## src/rtl/fetch_stage_pkg.sv

```systemverilog
// Shared fetch-stage definitions: reset constants and fetch FSM state encodings.
package fetch_stage_pkg;

  localparam logic [31:0] NOP_INSTR_DEFAULT = 32'h0000_0013;
  localparam logic [31:0] RESET_PC_DEFAULT  = 32'h0000_0000;

  typedef enum logic [2:0] {
    ST_IDLE  = 3'd0,
    ST_REQ   = 3'd1,
    ST_WAIT  = 3'd2,
    ST_HOLD  = 3'd3,
    ST_MISAL = 3'd4
  } fetch_state_e;

  function automatic logic [31:0] pc_plus4(input logic [31:0] pc);
    return pc + 32'd4;
  endfunction

endpackage

```

## src/rtl/fetch_skid_buf.sv

```systemverilog
// One-entry {instr,pc} holding buffer for a fetch response that lands while IF/ID is stalled.
module fetch_skid_buf
  import fetch_stage_pkg::*;
(
  input  logic        clk,
  input  logic        rst_n,
  input  logic        load_i,
  input  logic        drain_i,
  input  logic        clear_i,
  input  logic [31:0] instr_i,
  input  logic [31:0] pc_i,
  output logic        valid_o,
  output logic [31:0] instr_o,
  output logic [31:0] pc_o
);

  logic        valid_q, valid_d;
  logic [31:0] instr_q, instr_d;
  logic [31:0] pc_q, pc_d;

  always_comb begin
    valid_d = valid_q;
    instr_d = instr_q;
    pc_d    = pc_q;
    if (clear_i || drain_i) begin
      valid_d = 1'b0;
    end else if (load_i) begin
      valid_d = 1'b1;
      instr_d = instr_i;
      pc_d    = pc_i;
    end
  end

  always_ff @(posedge clk or negedge rst_n) begin
    if (!rst_n) begin
      valid_q <= 1'b0;
      instr_q <= NOP_INSTR_DEFAULT;
      pc_q    <= 32'd0;
    end else begin
      valid_q <= valid_d;
      instr_q <= instr_d;
      pc_q    <= pc_d;
    end
  end

  assign valid_o = valid_q;
  assign instr_o = instr_q;
  assign pc_o    = pc_q;

endmodule

```

## src/rtl/fetch_stage.sv

```systemverilog
// RV32I fetch stage with IF/ID register: one-outstanding imem handshake, stall skid, redirect flush.
// Optional misaligned-redirect trap enabled by defining FETCH_MISALIGN_CHK_EN.
module fetch_stage
  import fetch_stage_pkg::*;
#(
  parameter logic [31:0] RESET_PC  = RESET_PC_DEFAULT,
  parameter logic [31:0] NOP_INSTR = NOP_INSTR_DEFAULT
) (
  input  logic        clk,
  input  logic        rst_n,
  output logic        imem_req,
  output logic [31:0] imem_addr,
  input  logic        imem_gnt,
  input  logic        imem_rvalid,
  input  logic [31:0] imem_rdata,
  input  logic        redirect_i,
  input  logic [31:0] redirect_pc,
  input  logic        stall_i,
  output logic        id_valid,
  output logic [31:0] id_instr,
  output logic [31:0] id_pc,
  output logic [31:0] id_pc_plus4
`ifdef FETCH_MISALIGN_CHK_EN
  ,
  output logic        misalign_o
`endif
);

  fetch_state_e state_q, state_d, fresh_state;
  logic [31:0]  pc_q, pc_d, inflight_pc_q, inflight_pc_d, stale_addr_q, stale_addr_d;
  logic         stale_q, stale_d, drop_q, drop_d, misal_q, misal_d;
  logic         id_valid_q, id_valid_d;
  logic [31:0]  id_instr_q, id_instr_d, id_pc_q, id_pc_d, id_pc_plus4_q, id_pc_plus4_d;
  logic         skid_load, skid_drain, skid_clear, skid_valid;
  logic [31:0]  skid_instr, skid_pc;
  logic         load_ifid;
  logic [31:0]  load_instr, load_pc;
  logic [31:0]  redir_target;
  logic         redir_misal;

  assign redir_target = {redirect_pc[31:2], 2'b00};
`ifdef FETCH_MISALIGN_CHK_EN
  assign redir_misal = (redirect_pc[1:0] != 2'b00);
`else
  logic unused_redirect_lsbs;
  assign unused_redirect_lsbs = ^redirect_pc[1:0];
  assign redir_misal = 1'b0;
`endif

  always_comb begin
    state_d       = state_q;
    pc_d          = pc_q;
    inflight_pc_d = inflight_pc_q;
    stale_d       = stale_q;
    stale_addr_d  = stale_addr_q;
    drop_d        = drop_q;
    misal_d       = misal_q;
    id_valid_d    = id_valid_q;
    id_instr_d    = id_instr_q;
    id_pc_d       = id_pc_q;
    id_pc_plus4_d = id_pc_plus4_q;
    skid_load     = 1'b0;
    skid_drain    = 1'b0;
    skid_clear    = 1'b0;
    load_ifid     = 1'b0;
    load_instr    = imem_rdata;
    load_pc       = inflight_pc_q;

    if (redirect_i) begin
      pc_d       = redir_target;
      misal_d    = redir_misal;
      skid_clear = 1'b1;
    end
    // Where to go once no memory transaction is owed: park if the target was misaligned.
    fresh_state = misal_d ? ST_MISAL : ST_REQ;

    case (state_q)
      ST_IDLE: state_d = fresh_state;
      ST_REQ: begin
        if (imem_gnt) begin
          state_d = ST_WAIT;
          if (redirect_i || stale_q) begin
            drop_d  = 1'b1;
            stale_d = 1'b0;
          end else begin
            inflight_pc_d = pc_q;
            pc_d          = pc_plus4(pc_q);
          end
        end else if (redirect_i && !stale_q) begin
          // The request is already on the bus: finish it on the old address, discard its data.
          stale_d      = 1'b1;
          stale_addr_d = pc_q;
        end
      end
      ST_WAIT: begin
        if (imem_rvalid) begin
          drop_d = 1'b0;
          if (redirect_i || drop_q) begin
            state_d = fresh_state;
          end else if (!id_valid_q || !stall_i) begin
            load_ifid = 1'b1;
            state_d   = ST_REQ;
          end else begin
            skid_load = 1'b1;
            state_d   = ST_HOLD;
          end
        end else if (redirect_i) begin
          drop_d = 1'b1;
        end
      end
      ST_HOLD: begin
        if (redirect_i) begin
          state_d = fresh_state;
        end else if (!stall_i) begin
          state_d    = ST_REQ;
          skid_drain = 1'b1;
          load_ifid  = skid_valid;
          load_instr = skid_instr;
          load_pc    = skid_pc;
        end
      end
      ST_MISAL: if (redirect_i) state_d = fresh_state;
      default:  state_d = ST_IDLE;
    endcase

    if (redirect_i) begin
      id_valid_d = 1'b0;
      id_instr_d = NOP_INSTR;
    end else if (load_ifid) begin
      id_valid_d    = 1'b1;
      id_instr_d    = load_instr;
      id_pc_d       = load_pc;
      id_pc_plus4_d = pc_plus4(load_pc);
    end else if (id_valid_q && !stall_i) begin
      id_valid_d = 1'b0;
      id_instr_d = NOP_INSTR;
    end
  end

  always_ff @(posedge clk or negedge rst_n) begin
    if (!rst_n) begin
      state_q       <= ST_IDLE;
      pc_q          <= RESET_PC;
      inflight_pc_q <= 32'd0;
      stale_q       <= 1'b0;
      stale_addr_q  <= 32'd0;
      drop_q        <= 1'b0;
      misal_q       <= 1'b0;
      id_valid_q    <= 1'b0;
      id_instr_q    <= NOP_INSTR;
      id_pc_q       <= 32'd0;
      id_pc_plus4_q <= 32'd4;
    end else begin
      state_q       <= state_d;
      pc_q          <= pc_d;
      inflight_pc_q <= inflight_pc_d;
      stale_q       <= stale_d;
      stale_addr_q  <= stale_addr_d;
      drop_q        <= drop_d;
      misal_q       <= misal_d;
      id_valid_q    <= id_valid_d;
      id_instr_q    <= id_instr_d;
      id_pc_q       <= id_pc_d;
      id_pc_plus4_q <= id_pc_plus4_d;
    end
  end

  fetch_skid_buf u_skid (
    .clk     (clk),
    .rst_n   (rst_n),
    .load_i  (skid_load),
    .drain_i (skid_drain),
    .clear_i (skid_clear),
    .instr_i (imem_rdata),
    .pc_i    (inflight_pc_q),
    .valid_o (skid_valid),
    .instr_o (skid_instr),
    .pc_o    (skid_pc)
  );

  assign imem_req    = (state_q == ST_REQ);
  assign imem_addr   = stale_q ? stale_addr_q : pc_q;
  assign id_valid    = id_valid_q;
  assign id_instr    = id_instr_q;
  assign id_pc       = id_pc_q;
  assign id_pc_plus4 = id_pc_plus4_q;
`ifdef FETCH_MISALIGN_CHK_EN
  assign misalign_o  = misal_q;
`endif

endmodule
```

## config.mk

```make
export PLATFORM = sky130hd
export DESIGN_NAME = fetch_stage
export DESIGN_NICKNAME = d
export VERILOG_FILES = /design/src/rtl/fetch_stage_pkg.sv /design/src/rtl/fetch_skid_buf.sv /design/src/rtl/fetch_stage.sv
export SDC_FILE = /design/constraint.sdc
export NUM_CORES = 1
export LEC_CHECK = 0
export CORE_UTILIZATION = 40
export DETAILED_ROUTE_END_ITERATION = 10
export GPL_TIMING_DRIVEN = 1
export SLEW_MARGIN = 15
export SYNTH_ARGS = -nofsm -noshare
export SYNTH_HDL_FRONTEND = slang
export SYNTH_SLANG_ARGS = --single-unit
```

## constraint.sdc

```tcl
create_clock -name clk -period 2.9 [get_ports clk]
set_input_delay 0.725 -clock clk [delete_from_list [all_inputs] [get_ports clk]]
set_output_delay 0.725 -clock clk [all_outputs]
set_load 0.01 [all_outputs]
```

; Yosys cells after proc, flatten, opt, wreduce, memory -nomap -nowiden
; Index checks and enable logic that the tools add are counted.
[word_totals]
regBits = 264
output_inout_bits = 130
elab_cells = 102
[classes]
n_addsub = 2
n_eq_ne = 11
n_mux = 50
bitwise_logic = 4
reduce_logical = 21
[op_table]
columns = op, n
row1 = $mux 32, 13
row2 = $add 32x3->32 const B, 2
row3 = $mux 1, 26
row4 = $mux 3, 7
row5 = $pmux 3 s5, 1
row6 = $reduce_and 3->1, 3
row7 = $reduce_and 4->1, 2
row8 = $eq 3x2->1 const B, 2
row9 = $ne 2x1->1 const B, 3
row10 = $ne 3x3->1 const B, 2
row11 = $reduce_bool 2->1, 3
row12 = $logic_or 1x1->1, 4
row13 = $ne 2x2->1 const B, 2
row14 = $not 1->1, 4
row15 = $pmux 1 s2, 2
row16 = $reduce_and 2->1, 2
row17 = $eq 3x1->1 const B, 1
row18 = $eq 3x3->1 const B, 1
row19 = $logic_not 1->1, 3
row20 = $logic_not 3->1, 1
row21 = $reduce_bool 3->1, 1
row22 = $logic_and 1x1->1, 2
row23 = $mux 2, 1

; Logic depth before layout (Yosys ltp)
; Gate-level depths: netlist of run 1.
[depth]
word_depth = 8
mapped_depth = 14
depth_no_buf = 10

; Hierarchy
; From an unflattened synthesis of run 1, not the netlist that was laid out.
[unflattened]
hier_cells = 1154
area_unflattened_um2 = 12921.1
[by_module_without_submodules]
columns = module, n_inst, cells_each, area_per_inst_um2, seq_area_each_um2
row1 = fetch_stage, 1, 1015, 10192.3, 4934.7
row2 = fetch_skid_buf, 1, 139, 2728.9, 1630.3

; Worst setup path before layout of run 1
; OpenSTA, ideal clock, no wires.
[synth_path]
path_kind = input -> register
start = input port stall_i
end = register id_pc_plus4_q[18], in the netlist id_pc_plus4[18]
setup_ns = 0.096
arrival_time_ns = 2.878
required_ns = 2.804
slack_ns = -0.074
cell_stages = 12
n_path_buf = 2
cell_sequence = nand4bb_4 nor2_2 clkbuf_1 nand2_1 nand2_1 ha_1 clkbuf_1 nand3_1 nor4_4 a32oi_1 o21a_1 o31ai_1
[synth_between]
word_cells_on_any_way = 13
classes_between = add/sub (1) / mux (9) / reduce/logical (3)
[synth_lines]
columns = element, line_no
row1 = "start, declared", fetch_stage.sv:18  ; input logic stall_i,
row2 = $mux 32, fetch_stage.sv:114  ; end else if (!stall_i) begin
row3 = $mux 32, fetch_stage.sv:112  ; if (redirect_i) begin
row4 = $mux 32, fetch_stage.sv:77  ; case (state_q)
row5 = named net load_pc[2], fetch_stage.sv:37  ; logic [31:0] load_instr, load_pc;
row6 = $add 32x3->32, fetch_stage_pkg.sv:16  ; return pc + 32'd4;
row7 = "end signal, assigned", fetch_stage.sv:164  ; id_pc_plus4_q <= id_pc_plus4_d;
row8 = "end, declared", fetch_stage.sv:33  ; logic [31:0] id_instr_q, id_instr_d, id_pc_q, id_pc_d, id_pc_plus4_q, id_pc_plus4_d;
; The timed path passes the listed nets, and every way through them passes these cells.
; A chain may end at the register's enable or synchronous reset.

; Worst setup path after layout of run 1
[layout_path]
start = register state_q[1]
end = output port imem_req
[layout_between]
elab_chain_len = 1
[layout_lines]
columns = element, line_no
row1 = "start, declared", fetch_stage.sv:29  ; fetch_state_e state_q, state_d, fresh_state;
row2 = "start signal, assigned", fetch_stage.sv:154  ; state_q <= state_d;
row3 = $eq 3x1->1, fetch_stage.sv:181  ; assign imem_req = (state_q == ST_REQ);
row4 = "end, declared", fetch_stage.sv:11  ; output logic imem_req,
; No other way between the ends.

==> results of run 1 <==
cell families (layout without fill, tap and decap cells):
| kind of cell | after synthesis | after routing | share of synthesized area [%] |
|---|---|---|---|
| mux | 215 | 215 | 18.96 |
| fa+ha+maj | 2 | 2 | 0.2017 |
| compound gates | 182 | 182 | 8.794 |
| xor+xnor | 51 | 51 | 3.600 |
| simple gates | 310 | 310 | 12.59 |
| buf+inv | 82 | 341 | 2.945 |
| flops | 262 | 262 | 52.91 |
report_power, final:
group | leakage [nW] | switching [mW] | internal, mW
logic | 3.49 | 2.10 | 2.68
clock network | 0.515 | 1.47 | 2.48
registers | 3.38 | 0.789 | 4.57
metrics by stage:
| stage | std cells | setup TNS, ns |
|---|---|---|
| 6_report | 1759 | 0 |
| 4_1_cts | 1759 | 0 |
| 3_5_place_dp | 1705 | -1.195 |
| 5_1_grt | 1759 | 0 |
| 2_1_floorplan | 1104 | 0 |
| 3_3_place_gp | 1705 | -0.5783 |
repair_timing:
action	4_1_cts	5_1_grt
hold buffers	0	0
endpoints found under the setup margin	28	1
gates resized for setup	2	1
setup buffers	1	0
per-layer routing:
metal,vias to the layer above,share of wire (%),track usage [%],routed length (µm)
li1,4414,-,-,-
met1,4543,49,29.99,15470
met2,250,44,30.09,13710
met3,45,5.4,2.707,1705
met4,0,1.7,4.915,531
met5,-,0,0,0
layout by cell type (no fill, tap or decap), types with 3 or more instances in the layout:
master             n
nor3_1            13
a31oi_1           16
and3_1            11
clkbuf_1           6
xnor2_1           19
dfstp_2            7
o21a_1             4
buf_4             72
o21ai_1            6
nor2_1            71
bufinv_16          3
xor2_1            32
clkbuf_8          11
nand2_1          119
and4_1             5
clkdlybuf4s50_1  195
nor4_2             5
buf_12             8
nand4_1           15
mux2_1             4
nand3_1           27
mux2i_1           55
a21oi_1           54
inv_1             10
nor4_1             8
mux2_2           156
dfrtp_1          254
nor4_4             4
o21ai_0           64
and2_1             7
o22ai_1            4
o31ai_1            4
a32oi_1            4
clkbuf_16         31
nor2b_1            7
cell usage after synthesis (3+ instances only):
master	number	area (µm²)
xnor2_1	19	166.4
a21oi_1	54	270.3
nor2_1	71	266.5
o21ai_0	65	325.3
xor2_1	32	280.3
mux2_2	156	1757
o21ai_1	5	25.02
and2_1	7	43.79
dfstp_2	7	183.9
nand3_1	27	135.1
dfrtp_1	255	6381
nor4_2	6	75.07
mux2i_1	55	550.5
o21a_1	4	30.03
nor4_1	8	50.05
clkbuf_1	33	123.9
and3_1	11	68.82
mux2_1	4	45.04
a32oi_1	5	43.79
a31oi_1	16	100.1
nor4_4	3	63.81
o31ai_1	4	30.03
nand4_1	15	93.84
inv_1	11	41.29
o22ai_1	4	25.02
nor2b_1	7	43.79
buf_2	28	140.1
buf_1	6	22.52
nand2_1	121	454.2
and4_1	5	43.79
nor3_1	14	70.07
sequential cells by signal, indices dropped and copies added (netlist names), 3 cells and up:
name	flops
id_instr	32
id_pc	32
id_pc_plus4	30
inflight_pc_q	32
pc_q	32
stale_addr_q	32
state_q	3
u_skid.instr_o	32
u_skid.pc_o	32
final timing paths:
| kind | slack, ns | to | from | depth (start not counted) |
|---|---|---|---|---|
| max | 0.11 | imem_req | state_q[1] | 3 |
| min | 0.16 | u_skid.instr_o[19] | rst_n | 1 |
| max reg2reg | 0.58 | id_pc_plus4[13] | state_q[0] | 8 |
| min reg2reg | 0.46 | id_instr[0] | id_instr[0] | 2 |
| max in group asynchronous | 1.92 | pc_q[1] | rst_n | 2 |
| min in group clk | 0.46 | id_instr[0] | id_instr[0] | 2 |
worst max-delay path: cells and delay by family (launching register included):
kind,cells,cell delay [ns]
buf+inv,2,0.66
flops,1,0.43
simple gates,1,0.43
layout make-up:
class	instances	area, µm²
well taps	396	495.5
multi-input cells	760	5525
inverters	11	41.29
clock inverters	5	102.6
clock buffers	48	949.7
flip-flops and latches	262	6566
repair buffers	277	2673
fillers	2749	14240
==> flow_summary_export.csv, run 1 <==
group,metric,value,unit
yosys,synthDistinctLibCells,67,
cells_and_area,final_area,16350,µm²
critical_path,setup.worst_path.class,"flip-flop to output port",
timing,hold_slack,0.1608,ns
clocking,clock_sinks,262,
timing,slew_viol_final,0,
global_route,overflow,0,
critical_path,end_kind,"output port",
critical_path,cp-start-kind,"flip-flop",
clocking,cts_buffers,30,
place,port_buffers,197,
routing,vias,9252,
timing,worst_slew_pin_slew,0.6853,ns
pwr,leakagePower,7.386,nW
yosys,ys_warn_count,0,
worst_hold_path,hold_path.class,"input pin to async pin",
place,place_ws,-0.1335,ns
timing,fmaxAchievable,0.3580,GHz
cells_and_area,areaGrowthSynthToFinish,31.81,%
pwr,power,14.09,mW
routing,drtPass1Iterations,4,
critical_path,path_cells,"or3b_1 -> inv_2 -> clkdlybuf4s50_1",
die,core-area,30590,µm²
routing,drc,0,
die,start_util,40.56,%
yosys,synthArstFlopShare,100.0,%
timing,slew_headroom,54.31,%
routing,viasPerCell,5.260,
die,dieArea,31730,µm²
global_route,grt_antenna_before_repair,0,
clocking,cts.path.max_buffers,3,
timing,setup-violations-final,0,
pwr,powerDensity,861.6,nW/µm²
place,dpl.hpwl,21900,µm
critical_path,slowest_delay,0.54,ns
timing,clock_skew,0.009601,ns
job,cap_viol_max_count,0,
cells_and_area,postLayoutCoreUtil,53.46,%
critical_path,cp_max_fo,4,
yosys,synth_area,12410,µm²
yosys,syn_nets,1176,
routing,drt_iter0_drc,596,
die,io_pins,200,
cells_and_area,drive_above_1_share,23.48,%
clocking,clkTransAtPathRegs,0.06,ns
place,place.gp.congestion,0.8413,
clocking,htreeDepth,1,
yosys,synth_ff_type,"dfrtp_1",
clocking,cts-root-buf,"clkbuf_16",
die,fp.dieH,178.1,µm
global_route,grt_max_degree,78,
timing,final.setup.worst_slack,0.1065,ns
yosys,synth-edff-count,0,
routing,wl,31420,µm
status,outcome,"finished clean",
critical_path,required,2.17,ns
routing,wl_per_cell,17.86,µm
cells_and_area,nets,1414,
critical_path,crit_arrival,2.07,ns
timing,rsz0062_at_grt,"false",
clocking,clock_latency,0.55,ns
timing,hold_violations,0,
die,die_w,178.1,µm
cells_and_area,n_antenna_cell,0,
global_route,grt_pass1_wl,49930,µm
place,placed_cell_area,15290,µm²
routing,postRouteAntennaNets,0,
yosys,synth_seq_area_share,52.91,%
pwr,ir_drop,457.1,µV
yosys,syn_area_per_cell,11.24,µm²
die,rows,64,
timing,period_needed,2.793,ns
yosys,synthCells,1104,
global_route,track_usage,19.94,%
clocking,tritoncts,"yes",
yosys,ys_ff_latch,262,
timing,finalCritPeriodShare,96.33,%
global_route,grt_pass1_vias,9157,
critical_path,cp_slowest_cell,"clkdlybuf4s50_1",
Note: power is estimated with default switching activity, not from simulation.
==> inputs of run 2 (changes only) <==
--- a/config.mk
+++ b/config.mk
@@ -12,3 +12,4 @@
 export SYNTH_ARGS = -nofsm -noshare
 export SYNTH_HDL_FRONTEND = slang
 export SYNTH_SLANG_ARGS = --single-unit
+export TNS_END_PERCENT = 10
==> results of run 2 <==
Same layout as run 1: the final DEF is identical, and so are final timing and power.
==> inputs of run 3 (changes only) <==
--- a/config.mk
+++ b/config.mk
@@ -8,6 +8,7 @@
 export CORE_UTILIZATION = 40
 export DETAILED_ROUTE_END_ITERATION = 10
 export GPL_TIMING_DRIVEN = 1
+export RECOVER_POWER = 100
 export SLEW_MARGIN = 15
 export SYNTH_ARGS = -nofsm -noshare
 export SYNTH_HDL_FRONTEND = slang
==> run 3 against run 2 <==
Compared with the run above:
- the run now ends with max-capacitance violations, max-slew violations left
- hold slack better by 0.30 ns
- combinational power is 4.8% lower
- core utilization shrank 0.67 points
- critical path depth did not move
- first-iteration DRC count decreased by 4.2%
- die area is the same
- clock skew hardly changed
- flip-flop and latch count stayed put
- sequential power hardly changed
- sequential share of layout area grew 0.51 points
- routed wire length is essentially flat
- critical path type unchanged
- highest routed layer unchanged
==> flow_summary_export.csv, run 3 (same netlist as run 1, synthesis figures left out) <==
group,metric,value,unit
timing,finalCritPeriodShare,97.69,%
pwr,leakagePower,7.460,nW
cells_and_area,fin_cells,1759,
routing,postRouteAntennaNets,0,
routing,wl_per_cell,17.87,µm
cells_and_area,n_fill_cell,2778,
job,cap_viol_max_count,1,
die,start_util,40.56,%
place,port_buffers,197,
clocking,cts.path.max_buffers,3,
routing,wl,31440,µm
timing,slew_viol_final,76,
pwr,clock_power_share,28.6,%
worst_hold_path,hold_path.class,"flip-flop to flip-flop",
timing,rsz0062_at_grt,"false",
die,io_pins,200,
place,dpl.cell_count,1705,
clocking,hold_buffers,0,
clocking,clock_sinks,262,
pwr,powerDensity,856.8,nW/µm²
global_route,grt_pass1_wl,49930,µm
global_route,grt_antenna_before_repair,1,
clocking,cts-root-buf,"clkbuf_16",
cells_and_area,final_common_cell,"dfrtp_1",
status,outcome,"finished with violations",
die,rows,64,
pwr,power,13.84,mW
pwr,ir_drop,472.5,µV
global_route,track_usage,19.94,%
status,failed_checks,"max-capacitance violations, max-slew violations",
place,place.gp.congestion,0.8413,
routing,drc,0,
timing,hold_slack,0.4600,ns
pwr,p_sw,4.324,mW
timing,setup-violations-final,0,
routing,vias,9308,
clocking,htreeDepth,1,
timing,fmaxAchievable,0.3530,GHz
pwr,intPower,9.511,mW
cells_and_area,final_cell_mix,"dfrtp_1 (254), mux2_2 (154), nand2_1 (119)",
routing,drtPass1Iterations,6,
clocking,cts_buffers,30,
critical_path,cp-start-kind,"flip-flop",
timing,hold_violations,0,
cells_and_area,seq_area,6566,µm²
routing,viasPerCell,5.292,
clocking,clkTransAtPathRegs,0.06,ns
die,fp.dieH,178.1,µm
timing,clock_skew,0.009977,ns
cells_and_area,drive_above_1_share,22.01,%
cells_and_area,areaGrowthSynthToFinish,30.15,%
critical_path,end_kind,"output port",
cells_and_area,final_area,16150,µm²
pwr,p_comb_share,32.9,%
critical_path,required,2.17,ns
cells_and_area,n_antenna_cell,0,
die,die_w,178.1,µm
critical_path,crit_arrival,2.11,ns
critical_path,cp_slowest_cell,"clkdlybuf4s50_1",
critical_path,slowest_delay,0.61,ns
timing,worst_slew_pin_slew,2.117,ns
cells_and_area,multiInputGateArea,5458,µm²
place,dpl.hpwl,21900,µm
clocking,tritoncts,"yes",
routing,drt_iter0_drc,571,
critical_path,setup.worst_path.class,"flip-flop to output port",
cells_and_area,nets,1414,
place,placed_cell_area,15290,µm²
die,dieArea,31730,µm²
timing,slew_headroom,-41.12,%
die,core-area,30590,µm²
global_route,grt_pass1_vias,9157,
global_route,overflow,0,
critical_path,path_cells,"buf_12 -> o21ai_0 -> clkdlybuf4s50_1",
clocking,clock_latency,0.55,ns
pwr,p_seq_share,38.6,%
global_route,grt_max_degree,78,
pwr,switching_share,31.26,%
critical_path,cp_max_fo,32,
timing,period_needed,2.833,ns
==> run 3: changes by cell type in the layout (fill, tap and decap cells not counted), moves of 5 or more <==
| cell | previous run | this run |
|---|---|---|
| buf_4 | 72 | 48 |
| clkbuf_1 | 6 | 18 |
| o21ai_0 | 64 | 69 |
| clkdlybuf4s50_1 | 195 | 96 |
| dlygate4sd3_1 | 0 | 99 |
| o21ai_1 | 6 | 1 |
| clkbuf_2 | 0 | 14 |
==> run 3: per-layer routing <==
layer	GRT usage (%)	up-vias	share of wire (%)
met2	30.09	263	44
li1	-	4416	-
met5	0	-	0
met3	2.707	44	5.2
met4	4.915	0	1.6
met1	29.99	4585	49
==> run 3: worst paths after layout <==
path                        startpoint                  to  slack, ns  cells after the start
max                            stale_q       imem_addr[12]       0.07                      3
min reg2reg                id_instr[0]         id_instr[0]       0.46                      2
min in group asynchronous        rst_n  u_skid.instr_o[19]       0.74                      1
min                        id_instr[0]         id_instr[0]       0.46                      2
max reg2reg                 state_q[0]        id_instr[13]       0.23                      9
max in group asynchronous        rst_n    stale_addr_q[17]       0.49                      2
==> run 3: power by group through the flow <==
stage	registers (mW)	clock network, mW	logic [mW]
after floorplan	5.33	0	2.30
after detailed placement	5.43	0	4.78
final	5.33	3.95	4.55
after CTS	5.34	4.05	4.85
after global routing	5.47	4.20	4.94
after global placement	5.38	0	4.74
==> run 3: what timing repair did <==
| item | in CTS | in global routing |
|---|---|---|
| endpoints found under the hold margin | 0 | 0 |
| setup endpoints to repair | 28 | 1 |
| gates resized for setup | 2 | 1 |
| setup buffers | 1 | 0 |
==> run 3: per-stage QoR <==
step	TNS (ns)	util (%)	worst slack, ns
finish	0	52.79	0.06701
global placement	-0.5783	49.99	-0.08515
detailed placement	-1.195	49.99	-0.1335
CTS	0	53.46	0.02453
global route	0	52.79	0.02094
floorplan	0	-	0.01664
==> run 3: layout make-up <==
cell class / instances / share of cell area (%)
well taps: 396 / 3.068
flip-flops and latches: 262 / 40.66
multi-input cells: 760 / 33.80
clock inverters: 5 / 0.6354
clock buffers: 48 / 5.881
inverters: 11 / 0.2557
repair buffers: 277 / 15.70
==> run 3: critical path, delay by kind of cell, from the launching register on <==
| family | cells | cell delay (ns) |
|---|---|---|
| AOI/OAI and AO/OA | 1 | 0.35 |
| buffers and inverters | 2 | 0.78 |
| DFF | 1 | 0.42 |
